**src/rtl/id_ex_stage.sv**
```systemverilog
// ID/EX pipeline register with load-use interlock, flush bubbling and a
// saturating bubble counter for performance debug.
module id_ex_stage #(
  parameter int unsigned CNT_W  = 16,
  parameter logic [5:0]  NOP_OP = 6'b000000
) (
  input  logic             CLK,
  input  logic             nRST,
  input  logic             ihit,
  input  logic             dmem_wait,
  input  logic             flush,
  input  logic             id_valid,
  input  logic [5:0]       id_op,
  input  logic [4:0]       id_rs,
  input  logic [4:0]       id_rt,
  input  logic             id_uses_rt,
  input  logic [4:0]       id_wsel,
  input  logic             id_regwrite,
  input  logic             id_memread,
  input  logic             id_memwrite,
  input  logic [3:0]       id_aluop,
  input  logic [31:0]      id_rdat1,
  input  logic [31:0]      id_rdat2,
  input  logic [31:0]      id_imm,
  input  logic [31:0]      id_npc,
  output logic             ex_valid,
  output logic [5:0]       ex_op,
  output logic [4:0]       Rs_EX,
  output logic [4:0]       Rt_EX,
  output logic [4:0]       Wsel_ex,
  output logic             RegWrite_ex,
  output logic             MemRead_ex,
  output logic             MemWrite_ex,
  output logic [3:0]       ex_aluop,
  output logic [31:0]      ex_rdat1,
  output logic [31:0]      ex_rdat2,
  output logic [31:0]      ex_imm,
  output logic [31:0]      ex_npc,
  output logic             lu_stall,
  output logic [CNT_W-1:0] bubble_cnt
);

  typedef enum logic [0:0] {StRun, StLuBubble} state_e;

  state_e state_q;
  logic   flush_pend_q;
  logic   adv;
  logic   lu_hit;
  logic   take_flush;
  logic   take_lu;
  logic   load_bubble;
  logic   cnt_inc;

  assign adv = ihit & ~dmem_wait;

  assign lu_hit = MemRead_ex & ex_valid & (Wsel_ex != 5'd0) &
                  ((id_rs == Wsel_ex) | (id_uses_rt & (id_rt == Wsel_ex))) &
                  id_valid & ~flush & ~flush_pend_q;

  // Asserted even while frozen so IF/ID keeps holding the dependent instruction.
  assign lu_stall = lu_hit & (state_q == StRun);

  always_comb begin
    take_flush  = flush | flush_pend_q;
    take_lu     = ~take_flush & lu_stall;
    load_bubble = take_flush | take_lu | ~id_valid;
    cnt_inc     = (take_flush | take_lu) & ~(&bubble_cnt);
  end

  always_ff @(posedge CLK or negedge nRST) begin
    if (!nRST) begin
      state_q      <= StRun;
      flush_pend_q <= 1'b0;
      bubble_cnt   <= '0;
      ex_valid     <= 1'b0;
      ex_op        <= NOP_OP;
      Rs_EX        <= '0;
      Rt_EX        <= '0;
      Wsel_ex      <= '0;
      RegWrite_ex  <= 1'b0;
      MemRead_ex   <= 1'b0;
      MemWrite_ex  <= 1'b0;
      ex_aluop     <= '0;
      ex_rdat1     <= '0;
      ex_rdat2     <= '0;
      ex_imm       <= '0;
      ex_npc       <= '0;
    end else if (adv) begin
      state_q      <= take_lu ? StLuBubble : StRun;
      flush_pend_q <= 1'b0;
      if (cnt_inc) begin
        bubble_cnt <= bubble_cnt + CNT_W'(1);
      end
      if (load_bubble) begin
        ex_valid    <= 1'b0;
        ex_op       <= NOP_OP;
        Rs_EX       <= '0;
        Rt_EX       <= '0;
        Wsel_ex     <= '0;
        RegWrite_ex <= 1'b0;
        MemRead_ex  <= 1'b0;
        MemWrite_ex <= 1'b0;
        ex_aluop    <= '0;
        ex_rdat1    <= '0;
        ex_rdat2    <= '0;
        ex_imm      <= '0;
        ex_npc      <= '0;
      end else begin
        ex_valid    <= 1'b1;
        ex_op       <= id_op;
        Rs_EX       <= id_rs;
        Rt_EX       <= id_rt;
        Wsel_ex     <= id_wsel;
        RegWrite_ex <= id_regwrite;
        MemRead_ex  <= id_memread;
        MemWrite_ex <= id_memwrite;
        ex_aluop    <= id_aluop;
        ex_rdat1    <= id_rdat1;
        ex_rdat2    <= id_rdat2;
        ex_imm      <= id_imm;
        ex_npc      <= id_npc;
      end
    end else if (flush) begin
      // Redirect seen while frozen: remember it for the next advancing edge.
      flush_pend_q <= 1'b1;
    end
  end

endmodule

```
**config.mk**
```make
export PLATFORM = sky130hd
export DESIGN_NAME = id_ex_stage
export DESIGN_NICKNAME = d
export VERILOG_FILES = /design/src/rtl/id_ex_stage.sv
export SDC_FILE = /design/constraint.sdc
export NUM_CORES = 1
export LEC_CHECK = 0
export CAP_MARGIN = 25
export CELL_PAD_IN_SITES_DETAIL_PLACEMENT = 0
export CELL_PAD_IN_SITES_GLOBAL_PLACEMENT = 1
export CORE_ASPECT_RATIO = 0.6
export CORE_MARGIN = 4
export CORE_UTILIZATION = 30
export CTS_CLUSTER_SIZE = 14
export DETAILED_ROUTE_END_ITERATION = 12
export PLACE_DENSITY = 0.85
export SLEW_MARGIN = 20
export SYNTH_ARGS = -nofsm -noshare
export SYNTH_HDL_FRONTEND = slang
export SYNTH_SLANG_ARGS = --single-unit
export TNS_END_PERCENT = 30
```
**constraint.sdc**
```tcl
create_clock -name CLK -period 2.3 [get_ports CLK]
set_input_delay 0.345 -clock CLK [delete_from_list [all_inputs] [get_ports CLK]]
set_output_delay 0.345 -clock CLK [all_outputs]
set_load 0.1 [all_outputs]
```
After elaboration in Yosys (flattened, before gate mapping)
Cells that the tools add are included.

cells by class
  add/subtract/negate cells = 1
  reduce and logical (&&, ||, !) cells = 4
  divide/modulo/power cells = 0
  order comparisons = 0
  eq/ne operators = 2
  multipliers = 0
  shifts and indexed selects = 0
  bitwise gates (word level) = 22
  muxes and demuxes = 16

operators by type and width
  kind                                           count
  two-way mux 32 bit                             4
  adder 16 x 1 -> 16 bit, second input constant  1
  AND reduction 16 bit                           1
  two-way mux 5 bit                              3
  bitwise AND 1 bit                              11
  == test 5 bit                                  2
  two-way mux 1 bit                              7
  inverter 1 bit                                 7
  two-way mux 6 bit                              1
  nonzero test 5 bit                             1
  two-way mux 4 bit                              1
  bitwise OR 1 bit                               4
  AND reduction 2 bit                            1
  nonzero test 2 bit                             1

word-level totals
  register bits = 175
  memories kept = 0
  output and inout port bits = 174
  memory bits (read-only) = 0
  memory bits (writable) = 0
  bits of input ports = 163
  bits in latches = 0
  word-level logic and storage cells = 61

Depth between registers and ports, before layout
Gate-level depths: netlist (run 1).

  depth in word-level cells = 12
  mapped depth = 7
  gate-level depth less buffers = 6

Worst setup path before layout (run 1)
OpenSTA, ideal clock, no wires.

  kind = register -> register
  start = register bubble_cnt[0]
  end = register bubble_cnt[1]
  buffers on the path = 0
  path slack = -0.482 ns
  required time = 2.174 ns
  period minus slack after synthesis = 2.782 ns
  arrival = 2.656 ns
  setup time = 0.126 ns
  cell stages (with the launch flop) = 7
  cell sequence = dfrtp_1 > ha_1 > nand3_1 > nor4_1 > inv_1 > nand3_1 > mux2_2

between the ends
  longest elaborated chain between the ends = 4

RTL lines
  what                                                            RTL line  text
  start: declaration                                              40        output logic [CNT_W-1:0] bubble_cnt
  start signal: assignment                                        92        bubble_cnt <= bubble_cnt + CNT_W'(1);
  branches (longest 4 deep; another with adder 16 x 1 -> 16 bit)  n/a

Parallel ways; which one is timed is not known.
A chain may end at the register's enable or synchronous reset.

Worst setup path after layout (run 1)
  start = register Wsel_ex[2]
  end = output port lu_stall

between the ends
  longest elaborated chain between the ends = 8

RTL lines
  what                               RTL line  text
  start: declaration                 30        output logic [4:0] Wsel_ex,
  start signal: assignment           113       Wsel_ex <= id_wsel;
  == test 5 bit                      57        ((id_rs == Wsel_ex) | (id_uses_rt & (id_rt == Wsel_ex))) &
  bitwise AND 1 bit                  57
  bitwise OR 1 bit                   57
  bitwise AND 1 bit *                56        assign lu_hit = MemRead_ex & ex_valid & (Wsel_ex != 5'd0) &
  bitwise AND 1 bit *                57
  bitwise AND 1 bit * (2 in series)  58        id_valid & ~flush & ~flush_pend_q;
  bitwise AND 1 bit *                61        assign lu_stall = lu_hit & (state_q == StRun);
  end: declaration                   39        output logic lu_stall,

Mark *: on every way between the ends. The rest lies on a longest branch, timed or not.

==> results of run 1 <==
[repair_timing]
action	4_1_cts	5_1_grt
hold buffers	1	0
buffers inserted	2	0
gates resized for setup	6	2
endpoints found under the setup margin	1	1
pin swaps	3	2
endpoints found under the hold margin	26	0
[path summary, 6_finish.rpt]
check                                      to       start  slack, ns  cells after the start
worst max-delay path                 lu_stall  Wsel_ex[2]       0.02                      5
worst max register to register  bubble_cnt[1]  Wsel_ex[2]       0.25                      6
max in group asynchronous          ex_imm[23]        nRST       1.18                      3
worst min register to register       ex_valid    ex_valid       0.49                      1
worst min-delay path                 Rt_EX[3]        nRST       0.38                      2
min in group CLK                     ex_valid    ex_valid       0.49                      1
[final cells by class]
type | count | share of cell area
sequential | 175 | 0.416
timing repair buffer | 361 | 0.309
multi-input combinational | 245 | 0.192
clock buffer | 19 | 0.0418
tap | 279 | 0.0330
clock inverter | 12 | 0.00839
inverter | 1 | 0.000354
[power by group through the flow]
stage	Sequential, mW	Combinational (mW)	Clock (mW)
floorplan	4.63	0.259	0
global placement	3.45	2.20	0
detailed placement	3.45	2.21	0
CTS	3.40	2.22	2.74
global route	3.42	2.28	2.87
finish	3.40	2.20	2.65
[logic make-up (layout without fill, tap and decap cells)]
kind of cell,Yosys count,in the layout
flops,175,175
buf+inv,38,393
xor+xnor,24,24
mux,2,2
compound gates,165,165
fa+ha+maj,1,1
simple gates,53,53
[metal layers]
layer,GRT usage,wire length (um),up-vias
met1,0.236,9650,2686
met3,0.0505,1580,19
met2,0.236,9150,213
met4,0.0427,235,0
met5,0,0,-
li1,-,-,2437
[synthesized netlist by cell type (2+ instances only)]
library cell  number  area [um^2]
nor3_1             4         20.0
clkbuf_1          20         75.1
buf_2              2         10.0
nand2_1            8         30.0
buf_4             15          113
mux2_2             2         22.5
dfrtp_1          175         4380
nand4_1           10         62.6
nor2b_1            2         12.5
nor2_1             5         18.8
xnor2_1           24          210
and4_1             2         17.5
a22o_1           156         1370
and3_1             5         31.3
nand3_1           11         55.1
[registers in the layout, summed over array words and instances, names as in the netlist, 4 cells and up]
name	cells
ex_npc	32
ex_rdat2	32
bubble_cnt	16
Wsel_ex	5
Rt_EX	5
ex_aluop	4
ex_op	6
ex_imm	32
ex_rdat1	32
Rs_EX	5
[worst max-delay path: cells and delay by family, from the launching register on]
kind | cells | cell delay, ns
AND/OR/NAND/NOR | 3 | 0.76
buffers and inverters | 1 | 0.16
AO/OA/AOI/OAI | 1 | 0.19
flip-flops | 1 | 0.40
==> metrics.md, run 1 <==
| Metric | Value |
|---|---|
| Slew Limit Headroom | `0.524` |
| Initial core utilization | `0.308` |
| Antenna Nets Post-Route | `0` |
| Pre-Repair DR Iteration Count | `4` |
| Switch Pwr | `2.96 mW` |
| Crit-path slowest cell | `or4_4` |
| Final hold violation count | `0` |
| Final core occ | `0.499` |
| Port Buffers | `336` |
| Yosys reg bits | `about 180` |
| Share of power burned in registers | `0.412` |
| I/O Pins | `approximately 340` |
| Final clock period utilization by the worst path | `0.992` |
| Power Dens Cells | `just under 800 nW/um^2` |
| Fillers | `between 1.5k and 2k` |
| DR WL/cell | `about 19 um` |
| Synth Area in Simple Gates | `0.0445` |
| 1st-iter DRT viols | `300` |
| Initial antenna violation count | `0` |
| Top_reg_cell synth | `dfrtp_1` |
| Clock Skew | `0.0112 ns` |
| Post-Synth XOR/XNOR Area | `0.0321` |
| Layout cells sized above 1 | `0.322` |
| Pins Over Slew Limit | `0` |
| Multi-input gate area | `between 2000 and 2500 um^2` |
| Worst Tran Pin Value | `a little over 0.7 ns` |
| Combinational power share | `0.267` |
| Pin count of the biggest net entering global routing | `approximately 160` |
| Via count | `5355` |
| Post-Synth Adder-Cell Area | `0.00191` |
| Synth cell types | `32` |
| Clock buffer depth | `2` |
| GP Congestion | `about 0.80` |
| Commonest cells after routing, fill and taps aside | `buf_4, clkdlybuf4s50_1, a22o_1, dfrtp_1, xnor2_1` |
| Async S/R FF share, synth | `1.00` |
| Total Routing Usage GR | `0.163` |
| Num CTS Buffers | `17` |
| Post-synthesis mux area share | `0.00344` |
| Area Growth Syn to Fin | `61.8%` |
| Post-synthesis compound-gate area fraction | `0.219` |
| Number of max-cap violations | `0` |
| Vias/cell | `slightly below 5` |
| Largest family of logic cells by synthesized area | `compound AO/OA/AOI/OAI gates` |
| Clk sinks | `175` |
| Post-Syn Instances | `between 400 and 500` |
| Switching part of the total | `0.358` |
| First-pass GRT wire length | `31000 um` |
| Clock share of power | `0.322` |
| Placed Cells | `1059` |
| Startpoint type of the worst setup path | `register` |
| DRC | `0` |
| Die ar. | `about 24000 um^2` |
| Hold Crit Class | `in -> async` |
| Final worst setup slack | `around 0.017 ns` |
| Die Wd | `approximately 200 um` |
| Commonest non-fill, non-tap cell in the layout | `buf_4` |
| Post-Synthesis Net Count | `622` |
| Setup CP Type | `reg -> out` |
| Total Power | `just over 8 mW` |
| Data arrival time of the worst path | `between 1.5 and 2 ns` |
| Root Driver | `clkbuf_16` |
| Reg clk slew, reported paths | `0.07 ns` |
| Pre-CTS setup slack | `-0.00303 ns` |
| CTS tree | `yes` |
| Post-route cell area | `between 10000 and 15000 um^2` |
| Num rows | `41` |
| P_int | `around 5.3 mW` |
| Status | `finished, final reports clean` |
| Later-pin clock latency in the skew report | `about 0.42 ns` |
| CP endpoint kind | `output port` |
| Placed standard-cell area | `about 10000 um^2` |
| Die span in y | `about 120 um` |
| Crit path cell chain | `or4_4 > o21ai_4 > nor3_4 > and2_4 > buf_12` |
| Hold_ws | `0.385 ns` |
| Final period demand of the worst path | `about 2.3 ns` |
| Syn avg cell area | `about 14 um^2` |
| YS warnings | `0` |
| Setup TNS | `0 ns` |
| Crit-path max cell delay | `0.55 ns` |
| Number of global-route vias before repair | `~5.3k` |
| Htree depth | `4` |
| Final antenna diode count | `0` |
| Setup-failing EPs final | `0` |
| Post-synth EDFFs | `0` |
| Max Freq | `438 MHz` |
| Leakage | `between 5 and 6 nW` |
| Core area | `21200 um^2` |
| Synthesized area | `6550 um^2` |
| Detailed placement HPWL | `15100 um` |
| Final std cells w/o fill | `1092` |
| Critical Path RT | `1.96 ns` |
| Seq. cell area | `4410 um^2` |
| Final net count | `between 900 and 1k` |
| Peak supply drop | `around 0.00033 V` |
| Total gr overflow | `0` |
| RSZ-0062 raised after global routing | `true` |
| Register area share after synthesis | `0.669` |
| DRT Wirelength | `slightly above 20000 um` |
| Max FO, Critical Path | `2` |
Power figures use the tool's default switching activity.
==> run 2, diff against run 1 <==
Settings changed: ABC_CLOCK_PERIOD_IN_PS from default to 2300.
==> results of run 2 <==
The final DEF is identical to that of run 1; final timing and power are the same.
